**config.mk**
```make
export PLATFORM = sky130hd
export DESIGN_NAME = nic_opl_multiport
export DESIGN_NICKNAME = d
export VERILOG_FILES = /design/src/rtl/nic_opl_multiport.sv
export SDC_FILE = /design/constraint.sdc
export NUM_CORES = 2
export LEC_CHECK = 0
export BUFFER_PORTS_ARGS = -buffer_cell sky130_fd_sc_hd__buf_2
export CAP_MARGIN = 20
export CORE_AREA = 4 4 367 369
export CTS_BUF_LIST = sky130_fd_sc_hd__clkbuf_2 sky130_fd_sc_hd__clkbuf_4 sky130_fd_sc_hd__clkbuf_8
export DETAILED_ROUTE_END_ITERATION = 6
export DIE_AREA = 0 0 371 373
export PLACE_DENSITY = 0.45
export SYNTH_ARGS = -nofsm -noshare
export SYNTH_HDL_FRONTEND = slang
export SYNTH_SLANG_ARGS = --single-unit
```
**constraint.sdc**
```tcl
create_clock -name axi_aclk -period 61.1 [get_ports axi_aclk]
set_input_delay 6.11 -clock axi_aclk [delete_from_list [all_inputs] [get_ports axi_aclk]]
set_output_delay 6.11 -clock axi_aclk [all_outputs]
set_load 0.02 [all_outputs]
```
**src/rtl/nic_opl_multiport.sv**
```systemverilog
`timescale 1ns/1ps
// nic_opl_multiport: AXI4-Stream port forwarder with 2-entry skid output; define NIC_OPL_STATS_EN for packet counters
module nic_opl_multiport #(
  parameter int C_AXIS_DATA_WIDTH  = 256,
  parameter int C_AXIS_TUSER_WIDTH = 128,
  parameter int NUM_PHY_PORTS      = 4,
  parameter int SRC_PORT_POS       = 16,
  parameter int DST_PORT_POS       = 24
) (
  input  logic                            axi_aclk,
  input  logic                            axi_reset,
  input  logic [C_AXIS_DATA_WIDTH-1:0]    s_axis_tdata,
  input  logic [C_AXIS_DATA_WIDTH/8-1:0]  s_axis_tkeep,
  input  logic [C_AXIS_TUSER_WIDTH-1:0]   s_axis_tuser,
  input  logic                            s_axis_tvalid,
  input  logic                            s_axis_tlast,
  output logic                            s_axis_tready,
  output logic [C_AXIS_DATA_WIDTH-1:0]    m_axis_tdata,
  output logic [C_AXIS_DATA_WIDTH/8-1:0]  m_axis_tkeep,
  output logic [C_AXIS_TUSER_WIDTH-1:0]   m_axis_tuser,
  output logic                            m_axis_tvalid,
  output logic                            m_axis_tlast,
  input  logic                            m_axis_tready,
  input  logic [1:0]                      cfg_mode,
  input  logic [2*NUM_PHY_PORTS-1:0]      cfg_default_dst,
  input  logic                            stats_clear,
  output logic [31:0]                     stat_pkt_in,
  output logic [31:0]                     stat_pkt_out,
  output logic [31:0]                     stat_pkt_drop
);
  localparam int PORT_W = 2*NUM_PHY_PORTS;
  localparam int KEEP_W = C_AXIS_DATA_WIDTH/8;
  localparam int ENT_W  = C_AXIS_DATA_WIDTH + KEEP_W + C_AXIS_TUSER_WIDTH + 1;
  typedef enum logic [1:0] {HEADER, FWD, DROP} state_t;
  state_t state_q, state_d;
  logic [PORT_W-1:0] dst_q, dst_d, src, nic_dst, hdr_dst, cur_dst;
  logic [1:0][ENT_W-1:0] mem_q, mem_d;
  logic [1:0] cnt_q, cnt_d;
  logic wp_q, wp_d, rp_q, rp_d, alive_q, alive_d;
  logic s_hs, m_hs, src_ok, push, drop_last;
  logic [C_AXIS_TUSER_WIDTH-1:0] user_mod;

  // Beat decode: validate the one-hot source and pick the destination for this beat
  always_comb begin
    src = s_axis_tuser[SRC_PORT_POS+:PORT_W];
    src_ok = $onehot(src);
    nic_dst = '0;
    for (int k = 0; k < NUM_PHY_PORTS; k++) begin
      nic_dst[2*k]   = src[2*k+1];
      nic_dst[2*k+1] = src[2*k];
    end
    hdr_dst = cfg_mode == 2'd1 ? src : cfg_mode == 2'd2 ? cfg_default_dst : nic_dst;
    cur_dst = state_q == HEADER ? hdr_dst : dst_q;
    user_mod = s_axis_tuser;
    user_mod[DST_PORT_POS+:PORT_W] = cur_dst;
    s_hs = s_axis_tvalid & s_axis_tready;
    m_hs = m_axis_tvalid & m_axis_tready;
    push = s_hs & (state_q == HEADER ? src_ok : state_q == FWD);
    drop_last = s_hs & s_axis_tlast & (state_q == HEADER ? ~src_ok : state_q == DROP);
  end

  // Next state: the header beat classifies the packet, an accepted tlast ends it
  always_comb begin
    state_d = state_q;
    if (s_hs)
      state_d = s_axis_tlast ? HEADER : state_q == HEADER ? (src_ok ? FWD : DROP) : state_q;
  end

  // State register
  always_ff @(posedge axi_aclk or posedge axi_reset) begin
    if (axi_reset) state_q <= HEADER;
    else state_q <= state_d;
  end

  // Skid buffer pointers/occupancy and the per-packet destination latch
  always_comb begin
    alive_d = 1'b1;
    dst_d = state_q == HEADER && s_hs ? hdr_dst : dst_q;
    mem_d = mem_q;
    if (push) mem_d[wp_q] = {s_axis_tdata, s_axis_tkeep, user_mod, s_axis_tlast};
    wp_d = wp_q ^ push;
    rp_d = rp_q ^ m_hs;
    cnt_d = cnt_q + {1'b0, push} - {1'b0, m_hs};
  end

  // Datapath registers; reset empties the buffer and holds off s_axis_tready
  always_ff @(posedge axi_aclk or posedge axi_reset) begin
    if (axi_reset) begin
      alive_q <= 1'b0;
      dst_q <= '0;
      mem_q <= '0;
      wp_q <= 1'b0;
      rp_q <= 1'b0;
      cnt_q <= '0;
    end else begin
      alive_q <= alive_d;
      dst_q <= dst_d;
      mem_q <= mem_d;
      wp_q <= wp_d;
      rp_q <= rp_d;
      cnt_q <= cnt_d;
    end
  end

  // Outputs come straight from registers so tready never depends on m_axis_tready
  always_comb begin
    {m_axis_tdata, m_axis_tkeep, m_axis_tuser, m_axis_tlast} = mem_q[rp_q];
    m_axis_tvalid = cnt_q != 2'd0;
    s_axis_tready = alive_q & (cnt_q != 2'd2 | state_q == DROP);
  end

`ifdef NIC_OPL_STATS_EN
  logic [31:0] pkt_in_q, pkt_in_d, pkt_out_q, pkt_out_d, pkt_drop_q, pkt_drop_d;

  // Saturating packet counters; clear beats a simultaneous increment
  always_comb begin
    pkt_in_d   = stats_clear ? '0 : (s_hs & s_axis_tlast & ~&pkt_in_q) ? pkt_in_q + 32'd1 : pkt_in_q;
    pkt_out_d  = stats_clear ? '0 : (m_hs & m_axis_tlast & ~&pkt_out_q) ? pkt_out_q + 32'd1 : pkt_out_q;
    pkt_drop_d = stats_clear ? '0 : (drop_last & ~&pkt_drop_q) ? pkt_drop_q + 32'd1 : pkt_drop_q;
  end

  // Counter registers
  always_ff @(posedge axi_aclk or posedge axi_reset) begin
    if (axi_reset) begin
      pkt_in_q <= '0;
      pkt_out_q <= '0;
      pkt_drop_q <= '0;
    end else begin
      pkt_in_q <= pkt_in_d;
      pkt_out_q <= pkt_out_d;
      pkt_drop_q <= pkt_drop_d;
    end
  end

  assign stat_pkt_in = pkt_in_q;
  assign stat_pkt_out = pkt_out_q;
  assign stat_pkt_drop = pkt_drop_q;
`else
  logic unused_stats;
  assign unused_stats = stats_clear ^ drop_last;
  assign stat_pkt_in = '0;
  assign stat_pkt_out = '0;
  assign stat_pkt_drop = '0;
`endif
endmodule

```
==> impl_metrics.csv <==
group,metric,value,unit
cts,clk_latency,830,ps
grt,grt-ovfl-total,0,
logic_synthesis,synthFlopType,"dfrtp_1",
cells_and_area,final_core_util,35.58,%
setup_path,critical_path.endpoint,"mem_q[152]",
cells_and_area,layout-drive-gt1-share,69.21,%
power_and_ir_drop,p_leak,23.97,nW
timing,worstMarginPinSlew,1066,ps
die,core-area,0.1311,mm2
timing,timing.final.max_slew_violations,0,
worst_hold_path,hold_class,"reg -> reg",
timing,rsz0062_at_grt,"false",
route,drtIter0Drc,793,
die,die_width,371,um
power_and_ir_drop,power_switching,0.0008883,W
timing,min_period,12450,ps
logic_synthesis,synthCells,2470,
logic_synthesis,synth_top_area_cell,"dfrtp_1",
power_and_ir_drop,clkPwrFrac,23.3,%
power_and_ir_drop,power.internal,0.001607,W
route,wl,107400,um
route,vias_per_cell,4.408,
cts,cts_buffers,159,
setup_path,crit_type,"in -> reg",
cts,cts_tree,"done",
timing,setup_violations,0,
placement,dp.final_hpwl,73710,um
setup_path,start_kind,"input pin",
logic_synthesis,ys_types,38,
logic_synthesis,synth_common_cells,"mux2_2, dfrtp_1, buf_2, buf_4, inv_1",
logic_synthesis,synth_area_per_cell,15.23,um2
power_and_ir_drop,pwr-share-seq,37.0,%
cts,cts.htree.levels,4,
cells_and_area,syn2layout_area_growth,24.07,%
die,rows,133,
grt,met3_usage,6.279,%
power_and_ir_drop,power.density,53.48,mW/mm2
route,vias,23150,
logic_synthesis,synth_top_area_share,56.49,%
die,die_h,373,um
timing,post-route-period-util,20.38,%
grt,grt_util_met2,26.42,%
cts,cts_buffer_depth,3,
logic_synthesis,ys_ff_latch,849,
timing,setup-tns-final,0,ps
die,ioPinCount,947,
die,dieArea,0.1384,mm2
grt,grt_max_degree,150,
logic_synthesis,synth_edf_count,0,
route,ant_nets,0,
setup_path,startpoint,"s_axis_tuser[16]",
cts,cts_setup_buffers,0,
cts,path_clk_slew,60,ps
grt,grt.busiest_layer,"met2",
route,dr.pass1.iters,4,
setup_path,reg2reg_depth,8,
status,outcome,"finished clean",
setup_path,timing.rr.start,"cnt_q[1]",
setup_path,timing.critical_path.required,61790,ps
timing,slew_headroom,28.93,%
setup_path,timing.rr.end,"mem_q[152]",
cts,cts_hold_buffers,0,
logic_synthesis,synth_most_common_cell,"mux2_2",
logic_synthesis,seq_area_frac_synth,56.49,%
timing,clock.fmax,0.08032,GHz
setup_path,r2r_setup_slack,55760,ps
timing,whs,496.6,ps
logic_synthesis,synthArstFlopShare,100.0,%
placement,portBuffers,841,
logic_synthesis,syn_area,0.03761,mm2
flow_run,drv_cap,0,
cts,root_buffer,"clkbuf_8",
power_and_ir_drop,switching_share,35.60,%
route,drc,0,
timing,finalHoldViolations,0,
grt,track_usage,15.16,%
route,wl_per_cell,20.44,um
grt,met1_usage,16.65,%
power_and_ir_drop,p_comb_share,39.7,%
logic_synthesis,synth_warnings,0,
power_and_ir_drop,peakVddDrop,0.02492,mV
placement,gp_congestion,0.7240,
cells_and_area,nets,3795,
setup_path,worstPathArrival,13140,ps
setup_path,endpoint_kind,"flop",
timing,skew,28.32,ps
cts,cts.sinks,849,
cts,cts_resized,0,
grt,grt_antenna_before_repair,54,
logic_synthesis,yosys-top-cells-area,"dfrtp_1, mux2_2, buf_4, buf_2, or3b_2",
setup_path,crit_fanout,63,
grt,grt_pass1_wl,160900,um
die,initial_core_util,28.68,%
grt,grt_pass1_vias,25020,
-- placed cells by master (no fill, tap or decap), types with 9 or more instances in the layout --
cell type  instances
or3b_2            13
dfrtp_1          848
buf_4             20
clkbuf_8         203
buf_2            841
mux2_2          1235
nor2_1            18
a31oi_1           16
inv_1             26
clkbuf_4          57
diode_2           28
conb_1            97
nand2_1            9
clkinv_2          10
-- state kept, by name, indices dropped and copies added (netlist names) --
register  cells
cnt_q         2
dst_q         8
alive_q       1
wp_q          1
state_q       2
rp_q          1
mem_q       834
-- metrics by stage --
stage	area, um2	total power, W	cells	setup WS, ps
final	46660	0.002495	5252	48650
after global routing	46630	0.002658	5238	48250
after floorplan	37970	0.001620	2565	31140
after global placement	43220	0.001938	4946	47750
after detailed placement	43220	0.001948	4946	47670
after CTS	46590	0.002551	5224	48640
-- layer usage --
| layer | wire (um) | part of all wire (%) | vias to the layer above |
|---|---|---|---|
| met5 | 205 | 0.19 | - |
| met4 | 2707 | 2.5 | 32 |
| met3 | 9177 | 8.5 | 204 |
| met2 | 54780 | 51 | 672 |
| met1 | 40490 | 38 | 11760 |
| li1 | - | - | 10480 |
-- power by group through the flow --
stage               Combinational [W]  Clock [W]  Sequential (W)
CTS                           0.00102   0.000607        0.000927
floorplan                    0.000721          0        0.000900
global placement              0.00101          0        0.000932
global route                  0.00106   0.000634        0.000959
detailed placement            0.00101          0        0.000935
finish                       0.000990   0.000581        0.000924
-- worst max-delay path, cell delays in order --
cell and delay (ps):
buf_2 160, inv_1 80, fa_1 550, fa_1 430
fa_1 430, inv_1 60, ha_1 150, inv_1 60
fa_1 440, a211oi_1 270, o22ai_1 190, nor2_1 300
ha_4 850, buf_4 790, buf_4 860, buf_4 810
mux2_2 410
-- kinds of logic (layout without fill, tap and decap cells) --
| group | Yosys count | in the layout | synth area share, % |
|---|---|---|---|
| AND/OR/NAND/NOR | 54 | 54 | 0.8550 |
| buffers and inverters | 267 | 1171 | 4.102 |
| XOR/XNOR | 4 | 4 | 0.1131 |
| other | 2 | 125 | 0.01997 |
| AO/OA/AOI/OAI | 40 | 40 | 0.7818 |
| flip-flops | 849 | 849 | 56.49 |
| multiplexers | 1243 | 1243 | 37.19 |
| adder cells (fa/ha/maj) | 11 | 11 | 0.4458 |
-- worst min path at each step --
stage	from	end	slack, ps	cells past startpoint
after floorplan	cnt_q[1]	cnt_q[1]	450	1
after CTS	cnt_q[1]	cnt_q[1]	490	1
after detailed placement	cnt_q[1]	cnt_q[1]	480	1
final	cnt_q[1]	cnt_q[1]	500	1
after global placement	cnt_q[1]	cnt_q[1]	470	1
after global routing	cnt_q[1]	cnt_q[1]	510	1
-- layout make-up --
class                           instances  area, um2
Antenna cell                           28      70.07
Clock buffer                          260       3222
Clock inverter                         18      153.9
Fill cell                           13190      84470
Inverter                               27      108.9
Multi-Input combinational cell       1449      15200
Sequential cell                       849      21250
Tap cell                             1755       2196
Timing Repair Buffer                  866       4459
Power figures use the tool's default switching activity.
